**src/rtl/midi_pkg.sv**
```systemverilog
// midi_pkg: definitions shared by midi_in and midi_out.
//   - MIDI channel-message type nibbles (upper nibble of the status byte)
//   - msg_len(): number of data bytes that follow a status byte of that type
//   - is_channel_msg(): nibble is one of the seven channel-voice messages
//   - DEFAULT_CLK_DIV: clocks per bit for 31250 baud from the 50 MHz PLL clock
//   - midi_out_dbg_t: state snapshot exported by midi_out for checkers
package midi_pkg;

    localparam int DEFAULT_CLK_DIV = 1600;

    localparam logic [3:0] NOTE_OFF   = 4'h8;
    localparam logic [3:0] NOTE_ON    = 4'h9;
    localparam logic [3:0] POLY_PRESS = 4'hA;
    localparam logic [3:0] CTRL       = 4'hB;
    localparam logic [3:0] PROG       = 4'hC;
    localparam logic [3:0] CH_PRESS   = 4'hD;
    localparam logic [3:0] PITCH      = 4'hE;

    // Data bytes following the status byte; 0 marks a nibble that is not a
    // channel-voice message (0-7 are data, F is system).
    function automatic logic [1:0] msg_len(input logic [3:0] nibble);
        logic [1:0] len;
        case (nibble)
            PROG, CH_PRESS:                             len = 2'd1;
            NOTE_OFF, NOTE_ON, POLY_PRESS, CTRL, PITCH: len = 2'd2;
            default:                                    len = 2'd0;
        endcase
        return len;
    endfunction

    function automatic logic is_channel_msg(input logic [3:0] nibble);
        return msg_len(nibble) != 2'd0;
    endfunction

    typedef struct packed {
        logic [1:0] fsm;        // message-framing FSM state
        logic [1:0] byte_idx;   // byte of the message on the wire (0=status)
        logic [1:0] uart_fsm;   // byte serialiser FSM state
        logic [2:0] bit_cnt;    // data bit being sent
        logic       uart_busy;  // serialiser cannot take a new byte
    } midi_out_dbg_t;

endpackage

```
**src/rtl/uart_tx_byte.sv**
```systemverilog
// uart_tx_byte: 8N1 serialiser for one byte.
//   clk, rst  : clock, synchronous active-high reset
//   start     : load tx_byte and begin its start bit on the next cycle
//   tx_byte   : byte to send, LSB first
//   tx        : serial line, idle high
//   busy      : high while a frame is in flight and not in its final cycle
//   done      : high during the final clock of the stop bit
//   state     : FSM state (debug)
//   bit_cnt   : data bit index 0..7 (debug)
//
// start is honoured whenever busy is low, including the last stop-bit cycle,
// so a caller that answers done with start gets frames with no idle gap.
module uart_tx_byte
    import midi_pkg::*;
#(
    parameter int CLK_DIV = DEFAULT_CLK_DIV
) (
    input  logic       clk,
    input  logic       rst,
    input  logic       start,
    input  logic [7:0] tx_byte,
    output logic       tx,
    output logic       busy,
    output logic       done,
    output logic [1:0] state,
    output logic [2:0] bit_cnt
);

    localparam int CW = (CLK_DIV > 1) ? $clog2(CLK_DIV) : 1;
    localparam logic [CW-1:0] BAUD_LAST = CW'(CLK_DIV - 1);

    localparam logic [1:0] U_IDLE  = 2'd0;
    localparam logic [1:0] U_START = 2'd1;
    localparam logic [1:0] U_DATA  = 2'd2;
    localparam logic [1:0] U_STOP  = 2'd3;

    logic [CW-1:0] baud_cnt;
    logic [7:0]    shreg;
    logic          bit_end;

    assign bit_end = (baud_cnt == BAUD_LAST);
    assign done    = (state == U_STOP) && bit_end;
    assign busy    = (state != U_IDLE) && !done;

    always_ff @(posedge clk) begin
        if (rst) begin
            state    <= U_IDLE;
            baud_cnt <= '0;
            bit_cnt  <= 3'd0;
            shreg    <= 8'h00;
            tx       <= 1'b1;
        end else if (start && !busy) begin
            state    <= U_START;
            baud_cnt <= '0;
            bit_cnt  <= 3'd0;
            shreg    <= tx_byte;
            tx       <= 1'b0;
        end else if (state != U_IDLE) begin
            if (bit_end) begin
                baud_cnt <= '0;
                case (state)
                    U_START: begin
                        state <= U_DATA;
                        tx    <= shreg[0];
                    end
                    U_DATA: begin
                        if (bit_cnt == 3'd7) begin
                            state   <= U_STOP;
                            bit_cnt <= 3'd0;
                            tx      <= 1'b1;
                        end else begin
                            // shreg[0] is always the bit on the wire
                            bit_cnt <= bit_cnt + 3'd1;
                            shreg   <= {1'b0, shreg[7:1]};
                            tx      <= shreg[1];
                        end
                    end
                    default: begin
                        state <= U_IDLE;
                        tx    <= 1'b1;
                    end
                endcase
            end else begin
                baud_cnt <= baud_cnt + 1'b1;
            end
        end
    end

endmodule

```
**src/rtl/midi_out.sv**
```systemverilog
// midi_out: MIDI 1.0 channel-message transmitter (31250 baud, 8N1).
//   clk, rst   : clk50PLL, synchronous active-high reset
//   send       : request strobe, taken when ready=1 and ch_message is valid
//   ch_message : message type nibble (8..E)
//   chan       : MIDI channel
//   data1/2    : data bytes (7 bit); data2 unused for PROG / CH_PRESS
//   ready      : able to accept send
//   tx         : serial output, idle high
//   msg_done   : one-cycle pulse after the last stop bit of a message
//   dbg        : FSM / counter snapshot
//
// Handshake: a message is accepted on a clock edge where send=1, ready=1 and
// ch_message is a channel-voice type; everything else on send is dropped
// (nothing is queued). The start bit of the first byte is on the line in the
// cycle after acceptance, and ready stays low until the msg_done cycle.
module midi_out
    import midi_pkg::*;
#(
    parameter int CLK_DIV        = DEFAULT_CLK_DIV,
    parameter bit RUNNING_STATUS = 1'b1
) (
    input  logic          clk,
    input  logic          rst,
    input  logic          send,
    input  logic [3:0]    ch_message,
    input  logic [3:0]    chan,
    input  logic [6:0]    data1,
    input  logic [6:0]    data2,
    output logic          ready,
    output logic          tx,
    output logic          msg_done,
    output midi_out_dbg_t dbg
);

    localparam logic [1:0] ST_IDLE = 2'd0;
    localparam logic [1:0] ST_BUSY = 2'd1;
    localparam logic [1:0] ST_DONE = 2'd2;

    logic [1:0] state;
    logic [7:0] status_q;
    logic [6:0] d1_q;
    logic [6:0] d2_q;
    logic [1:0] byte_idx;     // 0 = status, 1 = data1, 2 = data2
    logic [1:0] last_idx;
    logic [7:0] last_status;
    logic       last_valid;   // last_status holds a status actually sent

    logic [7:0] status_in;
    logic       accept;
    logic       skip_status;
    logic [1:0] next_idx;

    logic       uart_start;
    logic [7:0] uart_byte;
    logic       uart_busy;
    logic       uart_done;
    logic [1:0] uart_state;
    logic [2:0] uart_bit_cnt;

    assign status_in   = {ch_message, chan};
    assign ready       = (state == ST_IDLE) || (state == ST_DONE);
    assign msg_done    = (state == ST_DONE);
    assign accept      = send && ready && is_channel_msg(ch_message);
    assign skip_status = RUNNING_STATUS && last_valid && (last_status == status_in);
    assign next_idx    = byte_idx + 2'd1;

    // The first byte is fed straight from the inputs so its start bit lands
    // one cycle after acceptance; later bytes are handed over in the final
    // stop-bit cycle of the previous one so frames are back-to-back.
    always_comb begin
        uart_start = 1'b0;
        uart_byte  = status_q;
        if (accept) begin
            uart_start = 1'b1;
            uart_byte  = skip_status ? {1'b0, data1} : status_in;
        end else if (state == ST_BUSY && uart_done && byte_idx != last_idx) begin
            uart_start = 1'b1;
            case (next_idx)
                2'd1:    uart_byte = {1'b0, d1_q};
                2'd2:    uart_byte = {1'b0, d2_q};
                default: uart_byte = status_q;
            endcase
        end
    end

    always_ff @(posedge clk) begin
        if (rst) begin
            state       <= ST_IDLE;
            status_q    <= 8'h00;
            d1_q        <= 7'h00;
            d2_q        <= 7'h00;
            byte_idx    <= 2'd0;
            last_idx    <= 2'd0;
            last_status <= 8'h00;
            last_valid  <= 1'b0;
        end else begin
            case (state)
                ST_BUSY: begin
                    if (uart_done) begin
                        if (byte_idx == last_idx) begin
                            state    <= ST_DONE;
                            byte_idx <= 2'd0;
                        end else begin
                            byte_idx <= next_idx;
                        end
                    end
                end
                default: begin
                    if (accept) begin
                        state       <= ST_BUSY;
                        status_q    <= status_in;
                        d1_q        <= data1;
                        d2_q        <= data2;
                        byte_idx    <= skip_status ? 2'd1 : 2'd0;
                        last_idx    <= msg_len(ch_message);
                        last_status <= status_in;
                        last_valid  <= 1'b1;
                    end else begin
                        state <= ST_IDLE;
                    end
                end
            endcase
        end
    end

    uart_tx_byte #(
        .CLK_DIV (CLK_DIV)
    ) u_tx (
        .clk     (clk),
        .rst     (rst),
        .start   (uart_start),
        .tx_byte (uart_byte),
        .tx      (tx),
        .busy    (uart_busy),
        .done    (uart_done),
        .state   (uart_state),
        .bit_cnt (uart_bit_cnt)
    );

    assign dbg.fsm       = state;
    assign dbg.byte_idx  = byte_idx;
    assign dbg.uart_fsm  = uart_state;
    assign dbg.bit_cnt   = uart_bit_cnt;
    assign dbg.uart_busy = uart_busy;

endmodule

```
**config.mk**
```make
export PLATFORM = sky130hd
export DESIGN_NAME = midi_out
export DESIGN_NICKNAME = d
export VERILOG_FILES = /design/src/rtl/midi_pkg.sv /design/src/rtl/uart_tx_byte.sv /design/src/rtl/midi_out.sv
export SDC_FILE = /design/constraint.sdc
export NUM_CORES = 1
export LEC_CHECK = 0
export BUFFER_PORTS_ARGS = -buffer_cell sky130_fd_sc_hd__buf_4
export CAP_MARGIN = 20
export CORE_ASPECT_RATIO = 0.75
export CORE_UTILIZATION = 55
export DETAILED_ROUTE_END_ITERATION = 7
export PLACE_DENSITY_LB_ADDON = 0.12
export SLEW_MARGIN = 20
export SYNTH_ARGS = -nofsm -noshare
export SYNTH_HDL_FRONTEND = slang
export SYNTH_SLANG_ARGS = --single-unit
```
**constraint.sdc**
```tcl
create_clock -name clk -period 2.65 [get_ports clk]
set_input_delay 0.53 -clock clk [delete_from_list [all_inputs] [get_ports clk]]
set_output_delay 0.53 -clock clk [all_outputs]
set_load 0.1 [all_outputs]
```
# After elaboration in Yosys (flattened, before gate mapping)
# Cells that the tools add are included.
[totals]
out_inout_bits = 13
elab_cells = 103
ff_bits = 54
inputBits = 25
[classes]
reduce_logical = 29
mux = 33
add_sub_neg = 3
bitwise = 1
eq_ne = 24
[ops]
columns = ["operator", "count"]
rows = [
  ["$mux 8", 8],
  ["$eq 4x4->1 const B", 7],
  ["$mux 2", 8],
  ["$pmux 8 s2", 1],
  ["$reduce_bool 2->1", 6],
  ["$add 11x1->11 const B", 1],
  ["$eq 11x11->1 const B", 1],
  ["$mux 1", 11],
  ["$mux 11", 1],
  ["$reduce_and 3->1", 3],
  ["$eq 2x2->1 const B", 4],
  ["$eq 8x8->1", 1],
  ["$logic_and 1x1->1", 8],
  ["$ne 2x1->1 const B", 4],
  ["$pmux 2 s2", 2],
  ["$reduce_and 2->1", 4],
  ["$eq 2x1->1 const B", 3],
  ["$reduce_or 5->1", 1],
  ["$reduce_and 4->1", 1],
  ["$reduce_or 2->1", 2],
  ["$add 3x1->3 const B", 1],
  ["$eq 3x3->1 const B", 1],
  ["$mux 3", 1],
  ["$ne 3x1->1 const B", 1],
  ["8 further kinds", 9],
]

# Longest topological paths before layout
[logic_depth]
word_depth = 9
mapped_depth = 9
mapped_depth_nobuf = 7

# By module
# Synthesis repeated with hierarchy kept, for this count alone.
[unflattened]
cells_unflattened = 355
area_unflattened_um2 = 2995.4
[modules_own_cells]
columns = ["mod", "area_each_um2", "n_inst", "cells_per_inst", "seq_area_each_um2"]
rows = [
  ["midi_out", 1630.3, 1, 210, 580.6],
  ["uart_tx_byte", 1365.1, 1, 145, 500.5],
]

# Worst setup path after synthesis
# Ideal clock, no wire load.
[synth_path]
path_kind = "flip-flop to flip-flop"
from = "reg u_tx.state[0]"
to = "reg u_tx.shreg[0]"
period_less_slack_ps = 2939
required_time_ps = 2517
path_slack_ps = -289
stages_incl_launch_ff = 10
t_arrival_ps = 2806
path_cell_list = "dfxtp_1 inv_1 ha_1 buf_2 and4b_1 and4_1 buf_6 mux2_4 a22oi_1 a211oi_2"
[synth_between]
elab_chain_len = 9
[synth_lines]
columns = ["item", "line_no", "text"]
rows = [
  ["start, declared", "uart_tx_byte.sv:25", "output logic [1:0] state,"],
  ["start signal, assigned", "uart_tx_byte.sv:47", "state <= U_IDLE;"],
  ["start signal, assigned", "uart_tx_byte.sv:53", "state <= U_START;"],
  ["start signal, assigned", "uart_tx_byte.sv:63", "state <= U_DATA;"],
  ["$eq 2x2->1", "uart_tx_byte.sv:42", "assign done = (state == U_STOP) && bit_end;"],
  ["$logic_and 1x1->1", "uart_tx_byte.sv:42", ""],
  ["$logic_and 1x1->1 (2 in a row)", "midi_out.sv:76", "end else if (state == ST_BUSY && uart_done && byte_idx != last_idx) begin"],
  ["$mux 1", "midi_out.sv:76", ""],
  ["$mux 1", "midi_out.sv:73", "if (accept) begin"],
  ["$logic_and 1x1->1", "uart_tx_byte.sv:52", "end else if (start && !busy) begin"],
  ["$ne 2x1->1 (no source line) or $reduce_bool 2->1 (tied branches)", "-", ""],
  ["$reduce_and 4->1 (no source line)", "-", ""],
  ["end signal, assigned", "uart_tx_byte.sv:56", "shreg <= tx_byte;"],
  ["end signal, assigned", "uart_tx_byte.sv:74", "shreg <= {1'b0, shreg[7:1]};"],
  ["end, declared", "uart_tx_byte.sv:38", "logic [7:0] shreg;"],
]
# Parallel ways exist; a longest one is shown, timed or not.
# A chain may end at the register's enable or synchronous reset.

==> run_summary.xml <==
<?xml version="1.0" encoding="UTF-8"?>
<metrics>
  <group name="pwr">
    <metric name="power.clock.fraction" unit="%">33.0</metric>
    <metric name="switching_power" unit="µW">451.2</metric>
    <metric name="internal_power" unit="µW">1217</metric>
    <metric name="combinational_power_share" unit="%">15.0</metric>
    <metric name="power.leakage" unit="µW">0.001243</metric>
    <metric name="ir_drop" unit="µV">309.8</metric>
    <metric name="power.switching_fraction" unit="%">27.04</metric>
    <metric name="power_frac_seq" unit="%">52.0</metric>
    <metric name="power.density_cell_area" unit="mW/mm²">512.5</metric>
  </group>
  <group name="critical_path">
    <metric name="timing.critical_path.to_type" unit="">output pin</metric>
    <metric name="critical_path.top_delay_family" unit="">simple AND/OR/NAND/NOR gates</metric>
    <metric name="endpoint_arrival_time_on_the_critical_path" unit="ns">1.80</metric>
    <metric name="critPathMaxFanout" unit="">8</metric>
    <metric name="timing.critical_path.required" unit="ns">2.12</metric>
    <metric name="setup.worst_path.class" unit="">reg2out</metric>
    <metric name="critical_path_top_delay_cell" unit="">sky130_fd_sc_hd__nor4b_4</metric>
    <metric name="worstPathBufferInverterCount" unit="">2</metric>
    <metric name="worst_path_largest_cell_delay" unit="ns">0.43</metric>
    <metric name="worst_setup_path_start_kind" unit="">flip-flop</metric>
    <metric name="crit_path_cell_trace" unit="">nor4b_4 &gt; nand4_4 &gt; nand2b_4 &gt; inv_2 &gt; buf_4</metric>
  </group>
  <group name="sta">
    <metric name="setup-violations-final" unit="">0</metric>
    <metric name="achievable-frequency" unit="GHz">0.4296</metric>
    <metric name="max_slew.worst_pin.slew" unit="ns">0.6328</metric>
    <metric name="rsz0062_at_grt" unit="">false</metric>
    <metric name="max-slew-margin-rel" unit="%">57.66</metric>
    <metric name="timing_max_transition_violations_final" unit="">0</metric>
    <metric name="hold_viol_final" unit="">0</metric>
    <metric name="tns" unit="ns">0</metric>
    <metric name="final.setup_skew" unit="ns">0.003285</metric>
    <metric name="final_min_period_over_clock_period" unit="%">87.84</metric>
    <metric name="period_minus_slack" unit="ns">2.328</metric>
  </group>
  <group name="cts">
    <metric name="post_cts_resize_count" unit="">0</metric>
    <metric name="cts.htree.levels" unit="">2</metric>
    <metric name="cts_buffers" unit="">5</metric>
    <metric name="total_of_hold_buffers_inserted_after_clock_tree_synthesis" unit="">0</metric>
    <metric name="cts-root-to-sink-buffers" unit="">2</metric>
    <metric name="number_of_clock_sinks" unit="">54</metric>
    <metric name="clock_tree.root_cell" unit="">sky130_fd_sc_hd__clkbuf_8</metric>
    <metric name="clock_tree_from_tritoncts" unit="">built</metric>
    <metric name="post-cts-setup-buffer-count" unit="">0</metric>
    <metric name="path_clk_slew" unit="ns">0.09</metric>
    <metric name="worst_skew_pair.late_latency" unit="ns">0.31</metric>
  </group>
  <group name="synthesis">
    <metric name="post_synth_main_area_contributors" unit="">sky130_fd_sc_hd__dfxtp_1 (38%), sky130_fd_sc_hd__nand2_1 (9.3%), sky130_fd_sc_hd__a21oi_1 (6.1%)</metric>
    <metric name="synthMostInstantiatedCell" unit="">sky130_fd_sc_hd__nand2_1</metric>
    <metric name="postSynthNetCount" unit="">370</metric>
    <metric name="synth-seq-cells" unit="">54</metric>
    <metric name="post_synth.cell_area_avg" unit="µm²">8.519</metric>
    <metric name="synthesis.area" unit="mm²">0.002854</metric>
    <metric name="yosys_warnings" unit="">0</metric>
    <metric name="post-synth-top-area-fraction" unit="%">37.88</metric>
    <metric name="synth-main-ff-cell" unit="">sky130_fd_sc_hd__dfxtp_1</metric>
    <metric name="unique_masters_post_synth" unit="">52</metric>
    <metric name="seq_area_frac_synth" unit="%">37.88</metric>
    <metric name="synth_async_sr_flop_share" unit="%">0</metric>
    <metric name="synth_largest_area_cell" unit="">sky130_fd_sc_hd__dfxtp_1</metric>
    <metric name="edff_count_synth" unit="">0</metric>
    <metric name="syn_inst" unit="">335</metric>
    <metric name="synthTopCellsByCount" unit="">sky130_fd_sc_hd__nand2_1 (71), sky130_fd_sc_hd__dfxtp_1 (54), sky130_fd_sc_hd__a21oi_1 (35), sky130_fd_sc_hd__nor2_1 (24), sky130_fd_sc_hd__xnor2_1 (13)</metric>
  </group>
  <group name="floorplan">
    <metric name="floorplan.initialDensity" unit="%">57.60</metric>
    <metric name="design.die.area" unit="mm²">0.005484</metric>
    <metric name="dieWidth" unit="µm">85.18</metric>
    <metric name="fp.coreArea" unit="mm²">0.004955</metric>
    <metric name="die_height" unit="µm">64.39</metric>
    <metric name="ioPinCount" unit="">38</metric>
    <metric name="rows" unit="">22</metric>
  </group>
  <group name="final_layout">
    <metric name="sequential_cell_area" unit="mm²">0.001084</metric>
    <metric name="layoutNonFillerInstCount" unit="">427</metric>
    <metric name="filler_cell_count" unit="">424</metric>
    <metric name="syn_to_final_growth" unit="%">14.07</metric>
    <metric name="layout-drive-gt1-share" unit="%">20.44</metric>
    <metric name="design.final.nets" unit="">401</metric>
    <metric name="antenna_cells" unit="">0</metric>
    <metric name="multiInputGateArea" unit="mm²">0.001657</metric>
  </group>
  <group name="global_routing">
    <metric name="first_global_vias" unit="">2209</metric>
    <metric name="gr-usage-all-layers" unit="%">26.00</metric>
    <metric name="grt_pass1_wl" unit="µm">10940</metric>
    <metric name="grt_overflow_total" unit="">0</metric>
    <metric name="grt_start_max_net_pins" unit="">40</metric>
    <metric name="antenna_violations_before_repair" unit="">0</metric>
  </group>
  <group name="placed_design">
    <metric name="place.gp.congestion" unit="">0.8219</metric>
    <metric name="place_hpwl" unit="µm">4691</metric>
    <metric name="buffer_ports.inserted" unit="">37</metric>
    <metric name="dp_cells" unit="">419</metric>
  </group>
  <group name="routing">
    <metric name="met3_length" unit="µm">345</metric>
    <metric name="route.vias.total" unit="">2419</metric>
    <metric name="wl_met2" unit="µm">2749</metric>
    <metric name="route.detailed.drc" unit="">0</metric>
    <metric name="drt-total-wl" unit="µm">6475</metric>
    <metric name="drt-vias-per-instance" unit="">5.665</metric>
    <metric name="antenna_violating_nets_post_route" unit="">0</metric>
    <metric name="route.top_layer_used" unit="">met4</metric>
    <metric name="wire_per_inst" unit="µm">15.16</metric>
    <metric name="detail_route.first_pass.iterations" unit="">4</metric>
    <metric name="detailedRoute.firstIterationViolations" unit="">239</metric>
    <metric name="met1Wirelength" unit="µm">3311</metric>
  </group>
  <group name="worst_hold_path">
    <metric name="hold_path.class" unit="">in2reg</metric>
  </group>
  <group name="flow_run">
    <metric name="drv.max_cap_violation_count" unit="">0</metric>
  </group>
  <group name="status">
    <metric name="run_status" unit="">finished clean</metric>
  </group>
</metrics>
[worst min-delay path, delay by kind of cell]
family	cells	cell delay, ns
compound gates	1	0.05
simple gates	1	0.04
buf+inv	1	0.11
[cell families after synthesis]
kind of cell	count (synthesis)	share of synthesized area, %
AO/OA/AOI/OAI	67	16.13
XOR/XNOR	18	5.524
adder cells (fa/ha/maj)	10	4.384
buffers and inverters	24	4.165
flip-flops	54	37.88
multiplexers	16	6.269
AND/OR/NAND/NOR	146	25.65
[flip-flops by register name (all words and copies together) (netlist names)]
name           cells
u_tx.shreg         8
byte_idx           2
u_tx.bit_cnt       3
u_tx.baud_cnt     11
state              2
d1_q               7
last_status        8
last_valid         1
u_tx.state         2
u_tx.tx            1
d2_q               7
last_idx           2
[metrics by stage]
stage | hold WS, ns | setup slack, ns | total power (µW) | util, % | instance area, µm²
floorplan | 0.4360 | 0.02724 | 1056 | - | 2859
CTS | 0.4537 | 0.3027 | 1677 | 65.71 | 3256
finish | 0.4584 | 0.3222 | 1669 | 65.71 | 3256
global placement | 0.4427 | 0.4891 | 1131 | 63.56 | 3149
detailed placement | 0.4512 | 0.4100 | 1134 | 63.56 | 3149
global route | 0.4500 | 0.2220 | 1741 | 65.71 | 3256
[cells in the final DEF (no fill, tap or decap), types with 2 or more instances in the layout]
cell and count:
sky130_fd_sc_hd__clkbuf_8 5, sky130_fd_sc_hd__nor2b_1 3, sky130_fd_sc_hd__mux2_2 3, sky130_fd_sc_hd__xnor2_1 13, sky130_fd_sc_hd__nand4_1 5, sky130_fd_sc_hd__ha_1 10, sky130_fd_sc_hd__a21oi_1 35, sky130_fd_sc_hd__a22oi_1 10
sky130_fd_sc_hd__and2_1 4, sky130_fd_sc_hd__a21o_1 2, sky130_fd_sc_hd__buf_4 41, sky130_fd_sc_hd__a211oi_2 3, sky130_fd_sc_hd__nand2b_1 3, sky130_fd_sc_hd__nand3_1 10, sky130_fd_sc_hd__nor3_1 5, sky130_fd_sc_hd__a22oi_2 2
sky130_fd_sc_hd__o221ai_2 4, sky130_fd_sc_hd__and4_1 3, sky130_fd_sc_hd__mux2i_1 10, sky130_fd_sc_hd__nor2_1 24, sky130_fd_sc_hd__clkbuf_1 2, sky130_fd_sc_hd__o21ai_0 4, sky130_fd_sc_hd__a31oi_1 2, sky130_fd_sc_hd__dfxtp_1 52
sky130_fd_sc_hd__dfxtp_2 2, sky130_fd_sc_hd__nand2_1 71, sky130_fd_sc_hd__mux2_4 3, sky130_fd_sc_hd__xor2_1 5, sky130_fd_sc_hd__nand3b_1 2, sky130_fd_sc_hd__inv_1 6
[area by class of cell]
class / count / area share [%]
tap: 60 / 2.306
clock inverter: 1 / 0.9224
timing repair buffer: 41 / 9.454
inverter: 7 / 0.8071
clock buffer: 7 / 2.344
sequential: 54 / 33.28
multi-input combinational: 257 / 50.88
[power by group through the flow]
stage	registers, µW	clock network (µW)	logic, µW
after floorplan	906	0	149
after global placement	885	0	246
after detailed placement	885	0	249
after CTS	867	560	250
after global routing	871	594	276
final	867	551	251
[worst paths after layout]
check,start,endpoint,slack [ns],cells after the start
max,u_tx.baud_cnt[6]$_SDFFE_PP0N_,dbg[0],0.32,5
min,data2[2],d2_q[2]$_SDFFE_PP0P_,0.46,3
max reg2reg,u_tx.state[0]$_SDFFE_PP0P_,u_tx.shreg[0]$_SDFFE_PP0P_,0.39,7
min reg2reg,d2_q[6]$_SDFFE_PP0P_,d2_q[6]$_SDFFE_PP0P_,0.46,2
[per-layer routing]
metal  up-vias  GRT usage, %
li1       1223             -
met1      1134         38.18
met2        55         37.70
met3         7         5.814
met4         0         7.627
met5         -             0
Note: power is estimated with default switching activity, not from simulation.
